### src/rtl/ch0re_arb_pkg.sv
// Shared types and defaults for the two-port IF/MEM memory bus arbiter.
package ch0re_arb_pkg;

    typedef enum logic [1:0] {
        IDLE  = 2'd0,
        ISSUE = 2'd1,
        WAIT  = 2'd2,
        RESP  = 2'd3
    } arb_state_e;

    typedef enum logic {
        OWN_IF  = 1'b0,
        OWN_MEM = 1'b1
    } arb_owner_e;

    // Consecutive MEM grants over a waiting IF before IF is forced through.
    localparam int DEFAULT_MAX_MEM_STREAK = 4;

endpackage

### src/rtl/mem_arb_pick.sv
// Grant selection for the IF/MEM arbiter. MEM wins ties until it has won
// MAX_MEM_STREAK times in a row over a waiting IF, then IF is forced.
module mem_arb_pick
    import ch0re_arb_pkg::*;
#(
    parameter int MAX_MEM_STREAK = DEFAULT_MAX_MEM_STREAK
) (
    input  logic clk,
    input  logic rst_,
    input  logic idle,
    input  logic if_valid,
    input  logic mem_valid,
    input  logic flush,
    output logic grant_if,
    output logic grant_mem
);

    localparam int SW = $clog2(MAX_MEM_STREAK + 1);
    localparam logic [SW-1:0] STREAK_MAX = SW'(MAX_MEM_STREAK);

    logic [SW-1:0] streak;
    logic          if_eligible;

    // Pick at most one winner, and only while the arbiter is idle.
    always_comb begin
        // NOTE: every signal written here gets a default first, so no path can infer a latch.
        grant_if    = 1'b0;
        grant_mem   = 1'b0;
        if_eligible = if_valid && !flush;
        if (idle) begin
            if (if_eligible && (!mem_valid || streak == STREAK_MAX)) begin
                grant_if = 1'b1;
            end else if (mem_valid) begin
                grant_mem = 1'b1;
            end
        end
    end

    // Count MEM wins over a waiting IF; any IF win or an uncontested MEW win resets it.
    always_ff @(posedge clk or negedge rst_) begin
        // NOTE: state registers use non-blocking assignments so all flops update together.
        if (!rst_) begin
            streak <= '0;
        end else if (grant_if) begin
            streak <= '0;
        end else if (grant_mem) begin
            if (!if_valid) begin
                streak <= '0;
            end else if (streak != STREAK_MAX) begin
                streak <= streak + 1'b1;
            end
        end
    end

endmodule

### src/rtl/mem_arbiter_2p.sv
// Shares one single-ported memory bus between the IF and MEM pipeline stages.
// One transaction outstanding at a time: IDLE -> ISSUE -> WAIT -> RESP -> IDLE.
// A flush kills the response of an in-flight IF fetch while the bus
// transaction itself always runs to completion.
module mem_arbiter_2p
    import ch0re_arb_pkg::*;
#(
    parameter int ADDR_W         = 64,
    parameter int DATA_W         = 64,
    parameter int MAX_MEM_STREAK = DEFAULT_MAX_MEM_STREAK
) (
    input  logic                clk,
    input  logic                rst_,
    input  logic                if_req_valid,
    input  logic [ADDR_W-1:0]   if_req_addr,
    output logic                if_req_ready,
    output logic                if_rsp_valid,
    output logic [DATA_W-1:0]   if_rsp_data,
    input  logic                mem_req_valid,
    input  logic                mem_req_we,
    input  logic [ADDR_W-1:0]   mem_req_addr,
    input  logic [DATA_W-1:0]   mem_req_wdata,
    input  logic [DATA_W/8-1:0] mem_req_be,
    output logic                mem_req_ready,
    output logic                mem_rsp_valid,
    output logic [DATA_W-1:0]   mem_rsp_rdata,
    input  logic                flush,
    output logic                bus_req_valid,
    output logic                bus_req_we,
    output logic [ADDR_W-1:0]   bus_req_addr,
    output logic [DATA_W-1:0]   bus_req_wdata,
    output logic [DATA_W/8-1:0] bus_req_be,
    input  logic                bus_req_ready,
    input  logic                bus_rsp_valid,
    input  logic [DATA_W-1:0]   bus_rsp_rdata
);

    arb_state_e        state;
    arb_owner_e        owner;
    logic              kill;
    logic [DATA_W-1:0] rsp_data;
    logic              grant_if;
    logic              grant_mem;
    logic              idle;

    // No grants while reset is held, so the ready outputs also read 0 then.
    assign idle = (state == IDLE) && rst_;

    mem_arb_pick #(
        .MAX_MEM_STREAK(MAX_MEM_STREAK)
    ) u_pick (
        .clk      (clk),
        .rst_     (rst_),
        .idle     (idle),
        .if_valid (if_req_valid),
        .mem_valid(mem_req_valid),
        .flush    (flush),
        .grant_if (grant_if),
        .grant_mem(grant_mem)
    );

    assign if_req_ready  = grant_if;
    assign mem_req_ready = grant_mem;
    assign if_rsp_valid  = (state == RESP) && (owner == OWN_IF) && !kill;
    assign mem_rsp_valid = (state == RESP) && (owner == OWN_MEM);
    assign if_rsp_data   = rsp_data;
    assign mem_rsp_rdata = rsp_data;

    // Transaction FSM: latch the winner's request, drive the bus, capture the response.
    always_ff @(posedge clk or negedge rst_) begin
        if (!rst_) begin
            state         <= IDLE;
            owner         <= OWN_IF;
            bus_req_valid <= 1'b0;
            bus_req_we    <= 1'b0;
            bus_req_addr  <= '0;
            bus_req_wdata <= '0;
            bus_req_be    <= '0;
            rsp_data      <= '0;
        end else begin
            case (state)
                IDLE: begin
                    if (grant_mem) begin
                        state         <= ISSUE;
                        owner         <= OWN_MEM;
                        bus_req_valid <= 1'b1;
                        bus_req_we    <= mem_req_we;
                        bus_req_addr  <= mem_req_addr;
                        bus_req_wdata <= mem_req_wdata;
                        bus_req_be    <= mem_req_be;
                    end else if (grant_if) begin
                        state         <= ISSUE;
                        owner         <= OWN_IF;
                        bus_req_valid <= 1'b1;
                        bus_req_we    <= 1'b0;
                        bus_req_addr  <= if_req_addr;
                        bus_req_wdata <= '0;
                        bus_req_be    <= '1;
                    end
                end
                ISSUE: begin
                    if (bus_req_ready) begin
                        state         <= WAIT;
                        bus_req_valid <= 1'b0;
                    end
                end
                WAIT: begin
                    if (bus_rsp_valid) begin
                        state    <= RESP;
                        rsp_data <= bus_rsp_rdata;
                    end
                end
                RESP: begin
                    state <= IDLE;
                end
                default: begin
                    state <= IDLE;
                end
            endcase
        end
    end

    // Sticky kill for an IF transaction flushed after its grant; cleared on the way back to IDLE.
    always_ff @(posedge clk or negedge rst_) begin
        if (!rst_) begin
            kill <= 1'b0;
        end else if (state == RESP) begin
            kill <= 1'b0;
        end else if (flush && owner == OWN_IF && state != IDLE) begin
            kill <= 1'b1;
        end
    end

endmodule

### config.mk
export PLATFORM = sky130hd
export DESIGN_NAME = mem_arbiter_2p
export DESIGN_NICKNAME = d
export VERILOG_FILES = /design/src/rtl/ch0re_arb_pkg.sv /design/src/rtl/mem_arb_pick.sv /design/src/rtl/mem_arbiter_2p.sv
export SDC_FILE = /design/constraint.sdc
export NUM_CORES = 1
export LEC_CHECK = 0
export ABC_AREA = 1
export ABC_CLOCK_PERIOD_IN_PS = 1420
export BUFFER_PORTS_ARGS = -buffer_cell sky130_fd_sc_hd__buf_4
export CAP_MARGIN = 10
export CORE_AREA = 5 5 209 211
export DETAILED_ROUTE_END_ITERATION = 16
export DIE_AREA = 0 0 214 216
export PLACE_DENSITY = 0.51
export SLEW_MARGIN = 10
export SYNTH_ARGS = -nofsm -noshare
export SYNTH_HDL_FRONTEND = slang
export SYNTH_SLANG_ARGS = --single-unit
### constraint.sdc
create_clock -name clk -period 1.42 [get_ports clk]
set_input_delay 0.142 -clock clk [delete_from_list [all_inputs] [get_ports clk]]
set_output_delay 0.142 -clock clk [all_outputs]
set_load 0.05 [all_outputs]
==> results of run 1 <==
==> synth_stat cells (all sizes together) <==
master   number  area [sq um]
or2           1          6.26
dfrtp       209          5230
o2111ai       2          17.5
inv          24          90.1
nor2         29           124
buf         105           788
ha            7          87.6
mux2         64           721
a21oi         1          5.00
o21ai         2          10.0
nand2       417          1590
clkbuf        1          3.75
nand3        72           373
o22ai         1          6.26
==> sequential cells by signal (all words and copies together) (netlist names), 2 cells and up <==
register / count
u_pick.streak: 3
bus_req_addr: 64
if_rsp_data: 64
bus_req_be: 8
bus_req_wdata: 64
state: 2
==> cell usage in the layout (no fill, tap or decap), drive strengths merged <==
cell type | netlist | layout
a21oi | 1 | 1
buf | 105 | 651
bufinv | 0 | 3
clkbuf | 1 | 43
clkinv | 0 | 4
clkinvlp | 0 | 1
dfrtp | 209 | 209
diode | 0 | 1
dlygate4sd3 | 0 | 269
ha | 7 | 7
inv | 24 | 26
mux2 | 64 | 64
nand2 | 417 | 418
nand3 | 72 | 72
nor2 | 29 | 29
o2111ai | 2 | 2
o21ai | 2 | 2
o22ai | 1 | 1
or2 | 1 | 1
==> worst min-delay path by stage <==
stage	from	endpoint	slack, ns	cells past startpoint
finish	if_req_valid	u_pick.streak[2]$_DFFE_PN0P_	0.06	4
global route	if_req_valid	u_pick.streak[2]$_DFFE_PN0P_	0.08	4
CTS	if_req_valid	u_pick.streak[2]$_DFFE_PN0P_	0.02	4
detailed placement	rst_	u_pick.streak[2]$_DFFE_PN0P_	0.17	2
global placement	rst_	bus_req_addr[3]$_DFFE_PN0P_	0.17	2
floorplan	rst_	bus_req_addr[0]$_DFFE_PN0P_	-0.15	0
==> power groups by stage <==
stage,clock network [mW],registers [mW],logic (mW)
3_5_place_dp,0,11.0,26.2
6_report,6.59,11.4,30.4
4_1_cts,6.81,11.1,29.3
3_3_place_gp,0,10.9,26.1
2_1_floorplan,0,20.4,8.80
5_1_grt,6.98,11.7,31.6
==> stage by stage <==
| step | hold slack (ns) | cells | instance area [sq um] | util | setup TNS (ns) |
|---|---|---|---|---|---|
| 6_report | 0.0582 | 2343 | 19800 | 0.476 | -56.33 |
| 5_1_grt | 0.0760 | 2343 | 19800 | 0.476 | -72.52 |
| 4_1_cts | 0.0223 | 2333 | 19000 | 0.456 | -58.40 |
| 3_5_place_dp | 0.168 | 1965 | 13600 | 0.328 | -23.89 |
| 3_3_place_gp | 0.167 | 1965 | 13600 | 0.328 | -19.44 |
| 2_1_floorplan | -0.154 | 935 | 9160 | - | -8.90 |
==> per-layer routing <==
| layer | wire length [microns] | vias up | global-route usage |
|---|---|---|---|
| li1 | - | 4602 | - |
| met1 | 15900 | 4809 | 0.190 |
| met2 | 23000 | 450 | 0.313 |
| met3 | 2900 | 100 | 0.0422 |
| met4 | 1580 | 0 | 0.0618 |
| met5 | 0 | - | 0 |
==> worst min-delay path, cell delays in order <==
cell,delay (ns)
buf_4,0.10
nand3_1,0.14
nand3_1,0.12
nand2_1,0.05
==> timing repair <==
item | in CTS | in global routing
endpoints found under the setup margin | 203 | 212
pin swaps | 18 | 49
gates cloned | 21 | 8
hold buffers | 269 | 0
setup buffers | 34 | 20
resized for setup | 262 | 210
hold endpoints to repair | 223 | 0
==> layout make-up <==
class / instances / area (sq um) / area share
flip-flops and latches: 209 / 5230 / 0.264
repair buffers: 926 / 8710 / 0.440
inverters: 24 / 120 / 0.00607
multi-input cells: 597 / 4210 / 0.213
well taps: 539 / 674 / 0.0341
diodes: 1 / 2.50 / 0.000126
repair inverters: 1 / 16.3 / 0.000821
clock inverters: 9 / 126 / 0.00638
clock buffers: 37 / 711 / 0.0359
==> cell families after synthesis <==
kind of cell / Yosys count / synth area share
AO/OA/AOI/OAI: 6 / 0.00429
AND/OR/NAND/NOR: 519 / 0.231
multiplexers: 64 / 0.0797
buffers and inverters: 130 / 0.0975
adder cells (fa/ha/maj): 7 / 0.00968
flip-flops: 209 / 0.578
==> flow_metrics.env, run 1 <==
export IMPL_cts_clk_slew_worst_paths_ns=0.06
export IMPL_pwr_share_clk=0.136
export IMPL_pwr_share_seq=0.235
export IMPL_totalPowerFinal_mw=48.3
export IMPL_cp_startpoint="state[1]$_DFFE_PN0P_"
export IMPL_powerDensity_nw_per_um2=2440
export IMPL_grt_max_degree=102
export IMPL_cp_end_kind="output port"
export IMPL_r2r_end="bus_req_addr[12]$_DFFE_PN0P_"
export IMPL_grt_overflow_total=0
export IMPL_leakagePower_nw=10.2
export IMPL_clock_tree_root_cell="clkbuf_16"
export IMPL_die_h_microns=216
export IMPL_grt_pass1_wl_mm=63.2
export IMPL_critical_path_slowest_cell="dfrtp_1"
export IMPL_maxSlewViolCount=0
export IMPL_fill_cells=3600
export IMPL_cp_slowest_stage_delay_ns=0.40
export IMPL_critical_path_top_delay_family="flip-flops"
export IMPL_ys_ff_latch=209
export IMPL_switching_share=0.515
export IMPL_grt_pass1_vias=10800
export IMPL_io_pin_count=542
export IMPL_path_depth=8
export IMPL_crit_arrival_ns=1.74
export IMPL_ys_types=21
export IMPL_start_util=0.218
export IMPL_peakVddDrop_uv=1640
export IMPL_remaining_drc_errors=0
export IMPL_drt_pass1_iterations=4
export IMPL_clock_latency_ns=0.54
export IMPL_cts_num_sinks=209
export IMPL_rsz0062_at_grt="true"
export IMPL_cts_buffers=25
export IMPL_nets=2063
export IMPL_die_w_microns=214
export IMPL_cts_max_level=1
export IMPL_final_layout_size_suffix_gt1_frac=0.563
export IMPL_finalClockSkew_ns=0.0207
export IMPL_cp_data_required_time_ns=1.28
export IMPL_rows=75
export IMPL_cap_violations=0
export IMPL_dp_hpwl_mm=26.6
export IMPL_cts_tree="built"
export IMPL_syn2layout_area_growth_pct=119
export IMPL_totalWireLength_mm=43.4
export IMPL_setup_ws_ns=-0.458
export IMPL_crit_chain="inv_2 -> ha_4 -> nand2_4 -> nor2_4 -> nand2_4 -> inv_8 -> buf_12 -> buf_12"
export IMPL_drtAntennaViolNets=0
export IMPL_setup_viol=211
export IMPL_path_class="reg -> out"
export IMPL_clock_path_buffers=3
export IMPL_finalHoldViolations=0
export IMPL_synth_cells=935
export IMPL_ys_seq_area_frac=0.578
export IMPL_worst_path_buf_inv=4
export IMPL_switchingPower_mw=24.9
export IMPL_min_period_over_period=1.32
export IMPL_tightestPinTransition_ns=0.704
export IMPL_syn_area_per_cell_sq_um=9.68
export IMPL_pre_cts_slack_ns=-0.183
export IMPL_p_int_mw=23.5
export IMPL_syn_area_sq_um=9050
export IMPL_port_buffers=541
export IMPL_max_freq_mhz=532
export IMPL_synth_nets=1214
export IMPL_min_path_type="in -> reg"
export IMPL_slew_headroom=0.531
export IMPL_gp_congestion=0.799
export IMPL_violations="negative setup slack"
export IMPL_drtIter0Drc=377
export IMPL_die_area_sq_um=46200
export IMPL_vias_per_cell=4.25
export IMPL_antenna_found_initial=1
export IMPL_grt_total_usage=0.170
export IMPL_core_sq_um=41600
export IMPL_combPwrFrac=0.629
export IMPL_endpoint="mem_req_ready"
export IMPL_crit_fanout=2
export IMPL_worstRegToRegCells=13
export IMPL_r2r_start="state[1]$_DFFE_PN0P_"
export IMPL_route_vias_total=9961
export IMPL_fin_crit_ns=1.88
export IMPL_ff2ff_setup_slack_ns=-0.40
export IMPL_wl_per_cell_microns=18.5
export IMPL_ys_warn_count=0
export IMPL_outcome="finished with violations"
export IMPL_start_kind="flip-flop"
Power figures use the tool's default switching activity.
==> run 2, diff against run 1 <==
--- a/config.mk
+++ b/config.mk
@@ -6,13 +6,14 @@
 export NUM_CORES = 1
 export LEC_CHECK = 0
 export ABC_AREA = 1
-export ABC_CLOCK_PERIOD_IN_PS = 1420
+export ABC_CLOCK_PERIOD_IN_PS = 1900
 export BUFFER_PORTS_ARGS = -buffer_cell sky130_fd_sc_hd__buf_4
 export CAP_MARGIN = 10
 export CORE_AREA = 5 5 209 211
+export CTS_CLUSTER_SIZE = 8
 export DETAILED_ROUTE_END_ITERATION = 16
 export DIE_AREA = 0 0 214 216
-export PLACE_DENSITY = 0.51
+export PLACE_DENSITY = 0.49
 export SLEW_MARGIN = 10
 export SYNTH_ARGS = -nofsm -noshare
 export SYNTH_HDL_FRONTEND = slang
==> constraint.sdc (replaced) <==
create_clock -name clk -period 1.9 [get_ports clk]
set_input_delay 0.19 -clock clk [delete_from_list [all_inputs] [get_ports clk]]
set_output_delay 0.19 -clock clk [all_outputs]
set_load 0.05 [all_outputs]
==> run 2 against run 1 <==
Net effect:
- the flow now finishes without violations
- core utilization shrank 6.7 points
- register-to-register slack improved by 0.47 ns
- total power fell by 32%
- design area shrank 14%
- non-clock buffer count down 76
- critical path depth down 1
- sequential share of layout area is 4.3 points higher
- highest routed layer unchanged
==> flow_metrics.env, run 2 (same netlist as run 1, synthesis figures left out) <==
export IMPL_outcome="finished, final reports clean"
export IMPL_pwr_share_clk=0.145
export IMPL_nets=1990
export IMPL_leakagePower_nw=8.67
export IMPL_die_area_sq_um=46200
export IMPL_dp_hpwl_mm=26.8
export IMPL_path_class="reg -> out"
export IMPL_cp_startpoint="state[1]$_DFFE_PN0P_"
export IMPL_stdcell_count=2254
export IMPL_min_from="bus_req_ready"
export IMPL_gp_congestion=0.800
export IMPL_cts_num_sinks=209
export IMPL_critical_path_slowest_cell="dfrtp_1"
export IMPL_fin_crit_ns=1.88
export IMPL_grt_pass1_vias=9885
export IMPL_whs_path_depth=5
export IMPL_layout_commonest_cell="buf_4"
export IMPL_worstRegToRegCells=12
export IMPL_route_vias_total=9145
export IMPL_core_sq_um=41600
export IMPL_totalPowerFinal_mw=32.8
export IMPL_min_period_over_period=0.991
export IMPL_crit_arrival_ns=1.69
export IMPL_switchingPower_mw=17.3
export IMPL_cts_clk_slew_worst_paths_ns=0.06
export IMPL_crit_fanout=3
export IMPL_tightestPinTransition_ns=0.695
export IMPL_dp_cells=1937
export IMPL_switching_share=0.526
export IMPL_max_freq_mhz=531
export IMPL_clock_path_buffers=3
export IMPL_totalWireLength_mm=37.2
export IMPL_peakVddDrop_uv=1240
export IMPL_final_layout_size_suffix_gt1_frac=0.410
export IMPL_r2r_start="state[1]$_DFFE_PN0P_"
export IMPL_die_w_microns=214
export IMPL_crit_chain="inv_2 -> ha_4 -> nand2_4 -> nor2_4 -> nand2_8 -> inv_12 -> buf_12"
export IMPL_finalClockSkew_ns=0.0113
export IMPL_drtAntennaViolNets=0
export IMPL_cts_max_level=1
export IMPL_drtIter0Drc=388
export IMPL_remaining_drc_errors=0
export IMPL_antenna_found_initial=2
export IMPL_min_path_type="in -> reg"
export IMPL_slew_headroom=0.537
export IMPL_grt_overflow_total=0
export IMPL_vias_per_cell=4.06
export IMPL_clock_tree_root_cell="clkbuf_16"
export IMPL_p_int_mw=15.6
export IMPL_syn2layout_area_growth_pct=88.1
export IMPL_combPwrFrac=0.605
export IMPL_clock_latency_ns=0.55
export IMPL_maxSlewViolCount=0
export IMPL_start_kind="flip-flop"
export IMPL_drt_pass1_iterations=5
export IMPL_cap_violations=0
export IMPL_cp_slowest_stage_delay_ns=0.38
export IMPL_cp_end_kind="output port"
export IMPL_grt_max_degree=113
export IMPL_pwr_share_seq=0.250
export IMPL_grt_pass1_wl_mm=58.0
export IMPL_setup_viol=0
export IMPL_wl_per_cell_microns=16.5
export IMPL_io_pin_count=542
export IMPL_start_util=0.218
export IMPL_most_common_layout_cells="buf_4 (567), nand2_1 (410), dlygate4sd3_1 (268), dfrtp_1 (209), nand3_1 (71)"
export IMPL_cts_buffers=30
export IMPL_rsz0062_at_grt="true"
export IMPL_cts_tree="built"
export IMPL_rows=75
export IMPL_powerDensity_nw_per_um2=1930
export IMPL_port_buffers=541
export IMPL_finalHoldViolations=0
export IMPL_die_h_microns=216
export IMPL_cp_data_required_time_ns=1.71
export IMPL_grt_total_usage=0.155
==> run 2: layout make-up <==
type / count / area (sq um)
fill: 3991 / 24600
tap: 539 / 674
clock buffer: 32 / 779
timing repair buffer: 850 / 7230
sequential: 209 / 5230
antenna: 2 / 5.00
clock inverter: 2 / 10.0
inverter: 24 / 108
multi-input combinational: 596 / 2990
==> run 2: worst paths after layout <==
| kind | endpoint | slack [ns] |
|---|---|---|
| worst min-delay path | bus_req_valid$_DFFE_PN0P_ | 0.05 |
| worst max register to register | bus_req_addr[47]$_DFFE_PN0P_ | 0.07 |
| max in group asynchronous | if_rsp_data[1]$_DFFE_PN0P_ | 1.00 |
| worst min register to register | bus_req_wdata[46]$_DFFE_PN0P_ | 0.47 |
| worst max-delay path | mem_req_ready | 0.02 |
| min in group asynchronous | bus_req_addr[63]$_DFFE_PN0P_ | 0.28 |
==> run 2: power groups by stage <==
stage | clock network (mW) | logic [mW] | registers [mW]
after detailed placement | 0 | 19.3 | 8.26
after global placement | 0 | 19.3 | 8.19
after global routing | 5.09 | 20.8 | 8.51
after floorplan | 0 | 6.44 | 15.3
after CTS | 4.94 | 19.9 | 8.22
final | 4.74 | 19.9 | 8.21
==> run 2: stage by stage <==
| step | worst slack [ns] | util | setup TNS (ns) | instance area [sq um] | hold WS, ns |
|---|---|---|---|---|---|
| after floorplan | 0.281 | - | 0 | 9050 | -0.106 |
| after detailed placement | 0.0660 | 0.321 | 0 | 13300 | 0.268 |
| final | 0.0179 | 0.409 | 0 | 17000 | 0.0502 |
| after CTS | -0.0232 | 0.408 | -0.0354 | 17000 | 0.0106 |
| after global routing | -0.0714 | 0.409 | -0.213 | 17000 | 0.0928 |
| after global placement | 0.113 | 0.321 | 0 | 13300 | 0.286 |
==> run 2: worst max-delay path: cells and delay by family (launching register included) <==
family,cells,cell delay (ns)
adders and majority gates,1,0.16
buffers and inverters,3,0.30
DFF,1,0.38
and+or+nand+nor,3,0.30
==> run 2: timing repair <==
action / 4_1_cts / 5_1_grt
gates cloned: 0 / 0
endpoints found under the hold margin: 413 / 0
gates resized for setup: 17 / 9
buffers inserted: 12 / 2
hold buffers: 268 / 0
endpoints found under the setup margin: 2 / 13
pin swaps: 2 / 4
==> run 2: per-layer routing <==
layer  vias to the layer above  share of wire  GRT usage  wire (microns)
li1                       4422              -          -               -
met1                      4263           0.39      0.177           14600
met2                       399           0.51      0.281           18800
met3                        61          0.074     0.0436            2760
met4                         0          0.029     0.0479            1060
met5                         -              0          0               0
==> run 3, diff against run 2 <==
--- a/config.mk
+++ b/config.mk
@@ -9,11 +9,12 @@
 export ABC_CLOCK_PERIOD_IN_PS = 1900
 export BUFFER_PORTS_ARGS = -buffer_cell sky130_fd_sc_hd__buf_4
 export CAP_MARGIN = 10
-export CORE_AREA = 5 5 209 211
-export CTS_CLUSTER_SIZE = 8
+export CORE_AREA = 5 5 205 207
+export CTS_CLUSTER_DIAMETER = 30
+export CTS_CLUSTER_SIZE = 14
 export DETAILED_ROUTE_END_ITERATION = 16
-export DIE_AREA = 0 0 214 216
-export PLACE_DENSITY = 0.49
+export DIE_AREA = 0 0 210 212
+export PLACE_DENSITY = 0.5
 export SLEW_MARGIN = 10
 export SYNTH_ARGS = -nofsm -noshare
 export SYNTH_HDL_FRONTEND = slang
==> run 3 against run 2 <==
Net effect:
- via count up 5.1%
- die area down 3.7%
- register-to-register slack about the same
- largest power group unchanged
- sequential power down 0.7%
- cell count up 3.6%
- critical path type unchanged
==> flow_metrics.env, run 3 (same netlist as run 1, synthesis figures left out) <==
export IMPL_p_int_mw=20.4
export IMPL_slew_headroom=0.570
export IMPL_whs_path_depth=5
export IMPL_cts_buffers=59
export IMPL_antenna_found_initial=1
export IMPL_cp_slowest_stage_delay_ns=0.38
export IMPL_die_h_microns=212
export IMPL_drt_pass1_iterations=4
export IMPL_critical_path_top_delay_family="flip-flops"
export IMPL_fin_crit_ns=1.90
export IMPL_maxSlewViolCount=0
export IMPL_start_kind="flip-flop"
export IMPL_peakVddDrop_uv=1200
export IMPL_critical_path_slowest_cell="dfrtp_1"
export IMPL_io_pin_count=542
export IMPL_r2r_end="if_rsp_data[9]$_DFFE_PN0P_"
export IMPL_min_from="bus_rsp_valid"
export IMPL_totalWireLength_mm=38.3
export IMPL_layout_commonest_cell="buf_4"
export IMPL_pwr_share_clk=0.274
export IMPL_syn2layout_area_growth_pct=104
export IMPL_finalClockSkew_ns=0.0142
export IMPL_rsz0062_at_grt="true"
export IMPL_multi_input_area_sq_um=2980
export IMPL_rows=74
export IMPL_drtAntennaViolNets=0
export IMPL_routed_top_layer="met4"
export IMPL_cap_violations=0
export IMPL_cts_num_sinks=209
export IMPL_holdPathEnd="state[0]$_DFFE_PN0P_"
export IMPL_dp_hpwl_mm=25.7
export IMPL_switching_share=0.474
export IMPL_grt_pass1_vias=10400
export IMPL_wl_met2_mm=19.6
export IMPL_regArea_sq_um=5230
export IMPL_powerDensity_nw_per_um2=2100
export IMPL_nets=2030
export IMPL_gp_congestion=0.824
export IMPL_finalHoldViolations=0
export IMPL_tightestPinTransition_ns=0.645
export IMPL_ff2ff_setup_slack_ns=0.06
export IMPL_route_vias_total=9608
export IMPL_critPathMostFrequentCell="buf_12"
export IMPL_setup_tns_ns=0
export IMPL_switchingPower_mw=18.4
export IMPL_most_common_layout_cells="buf_4 (576), nand2_1 (410), dlygate4sd3_1 (269), dfrtp_1 (209), nand3_1 (71)"
export IMPL_grt_overflow_total=0
export IMPL_vias_per_cell=4.11
export IMPL_wl_met1_mm=13.9
export IMPL_cts_clk_slew_worst_paths_ns=0.04
export IMPL_grt_pass1_wl_mm=58.0
export IMPL_cts_tree="built"
export IMPL_path_class="reg -> out"
export IMPL_wl_per_cell_microns=16.4
export IMPL_r2r_start="state[0]$_DFFE_PN0P_"
export IMPL_outcome="finished, final reports clean"
export IMPL_min_period_over_period=0.999
export IMPL_core_sq_um=40200
export IMPL_min_path_type="in -> reg"
export IMPL_wl_met3_mm=3.38
export IMPL_final_layout_size_suffix_gt1_frac=0.435
export IMPL_crit_arrival_ns=1.71
export IMPL_die_w_microns=210
export IMPL_port_buffers=541
export IMPL_clock_path_buffers=3
export IMPL_dp_cells=1932
export IMPL_stdcell_area_sq_um=18500
export IMPL_fill_cells=3654
export IMPL_stdcell_count=2335
export IMPL_grt_total_usage=0.164
export IMPL_crit_fanout=3
export IMPL_pwr_share_seq=0.210
export IMPL_worstRegToRegCells=7
export IMPL_post_dp_cell_area_sq_um=13400
export IMPL_clock_latency_ns=0.58
export IMPL_die_area_sq_um=44500
export IMPL_clock_tree_root_cell="clkbuf_16"
export IMPL_drtIter0Drc=398
export IMPL_cp_end_kind="output port"
export IMPL_worst_path_buf_inv=4
export IMPL_cts_max_level=2
export IMPL_totalPowerFinal_mw=38.8
export IMPL_grt_max_degree=111
export IMPL_start_util=0.225
export IMPL_remaining_drc_errors=0
export IMPL_max_freq_mhz=527
export IMPL_combPwrFrac=0.516
export IMPL_cp_data_required_time_ns=1.71
export IMPL_crit_chain="inv_1 -> ha_2 -> nand2_2 -> nand2_4 -> nand3_4 -> inv_4 -> buf_12 -> buf_12"
export IMPL_leakagePower_nw=9.39
export IMPL_setup_viol=0
==> run 3: cell count changes in the layout (fill, tap and decap cells not counted), moves of 7 or more <==
| cell | before | now |
|---|---|---|
| clkbuf_8 | 0 | 10 |
| clkinvlp_4 | 0 | 7 |
| bufinv_16 | 0 | 11 |
| buf_4 | 567 | 576 |
| clkbuf_16 | 31 | 60 |
| clkbuf_1 | 1 | 9 |
==> run 3: how the worst max path moves through the flow <==
stage | startpoint | to | slack [ns] | cells after the start
after floorplan | state[0]$_DFFE_PN0P_ | bus_req_wdata[53]$_DFFE_PN0P_ | 0.28 | 10
after global placement | state[0]$_DFFE_PN0P_ | if_req_ready | 0.15 | 8
after detailed placement | state[0]$_DFFE_PN0P_ | if_req_ready | 0.12 | 8
after CTS | u_pick.streak[0]$_DFFE_PN0P_ | mem_req_ready | -0.11 | 9
after global routing | u_pick.streak[0]$_DFFE_PN0P_ | if_req_ready | -0.08 | 8
final | u_pick.streak[0]$_DFFE_PN0P_ | if_req_ready | 0.003 | 8
==> run 3: power groups by stage <==
stage          registers, mW  clock network, mW  logic (mW)
2_1_floorplan           15.3                  0        6.44
5_1_grt                 8.44               11.1        20.9
3_3_place_gp            8.11                  0        19.3
4_1_cts                 8.14               10.9        20.0
6_report                8.15               10.6        20.0
3_5_place_dp            8.17                  0        19.3
==> run 3: routing by layer <==
metal / vias up / GRT usage
met1: 4517 / 0.175
met4: 0 / 0.0774
met3: 93 / 0.0537
met5: - / 0
met2: 456 / 0.294
li1: 4542 / -
==> run 3: what timing repair did <==
action / in CTS / in global routing
setup buffers: 13 / 8
resized for setup: 15 / 10
endpoints found under the setup margin: 2 / 3
cloned: 1 / 0
pin swaps: 3 / 6
endpoints found under the hold margin: 414 / 0
hold buffers: 269 / 0
==> run 3: metrics by stage <==
step	setup slack (ns)	util	hold WS [ns]
floorplan	0.281	-	-0.106
global placement	0.152	0.332	0.224
detailed placement	0.118	0.332	0.221
CTS	-0.108	0.458	0.00572
global route	-0.0831	0.460	0.0737
finish	0.00265	0.460	0.0818
==> run 3: area by class of cell <==
type / count / share of cell area
Clock inverter: 33 / 0.0268
Timing Repair Buffer: 861 / 0.397
Tap cell: 532 / 0.0360
Antenna cell: 1 / 0.000135
Inverter: 24 / 0.00569
Multi-Input combinational cell: 596 / 0.161
Sequential cell: 209 / 0.283
Clock buffer: 79 / 0.0905
==> run 3: worst reg2reg max path: cells and delay by family (launching register included) <==
| kind | cells | cell delay, ns |
|---|---|---|
| AND/OR/NAND/NOR | 1 | 0.23 |
| adder cells (fa/ha/maj) | 1 | 0.25 |
| buffers and inverters | 4 | 0.53 |
| multiplexers | 1 | 0.36 |
| flip-flops | 1 | 0.37 |
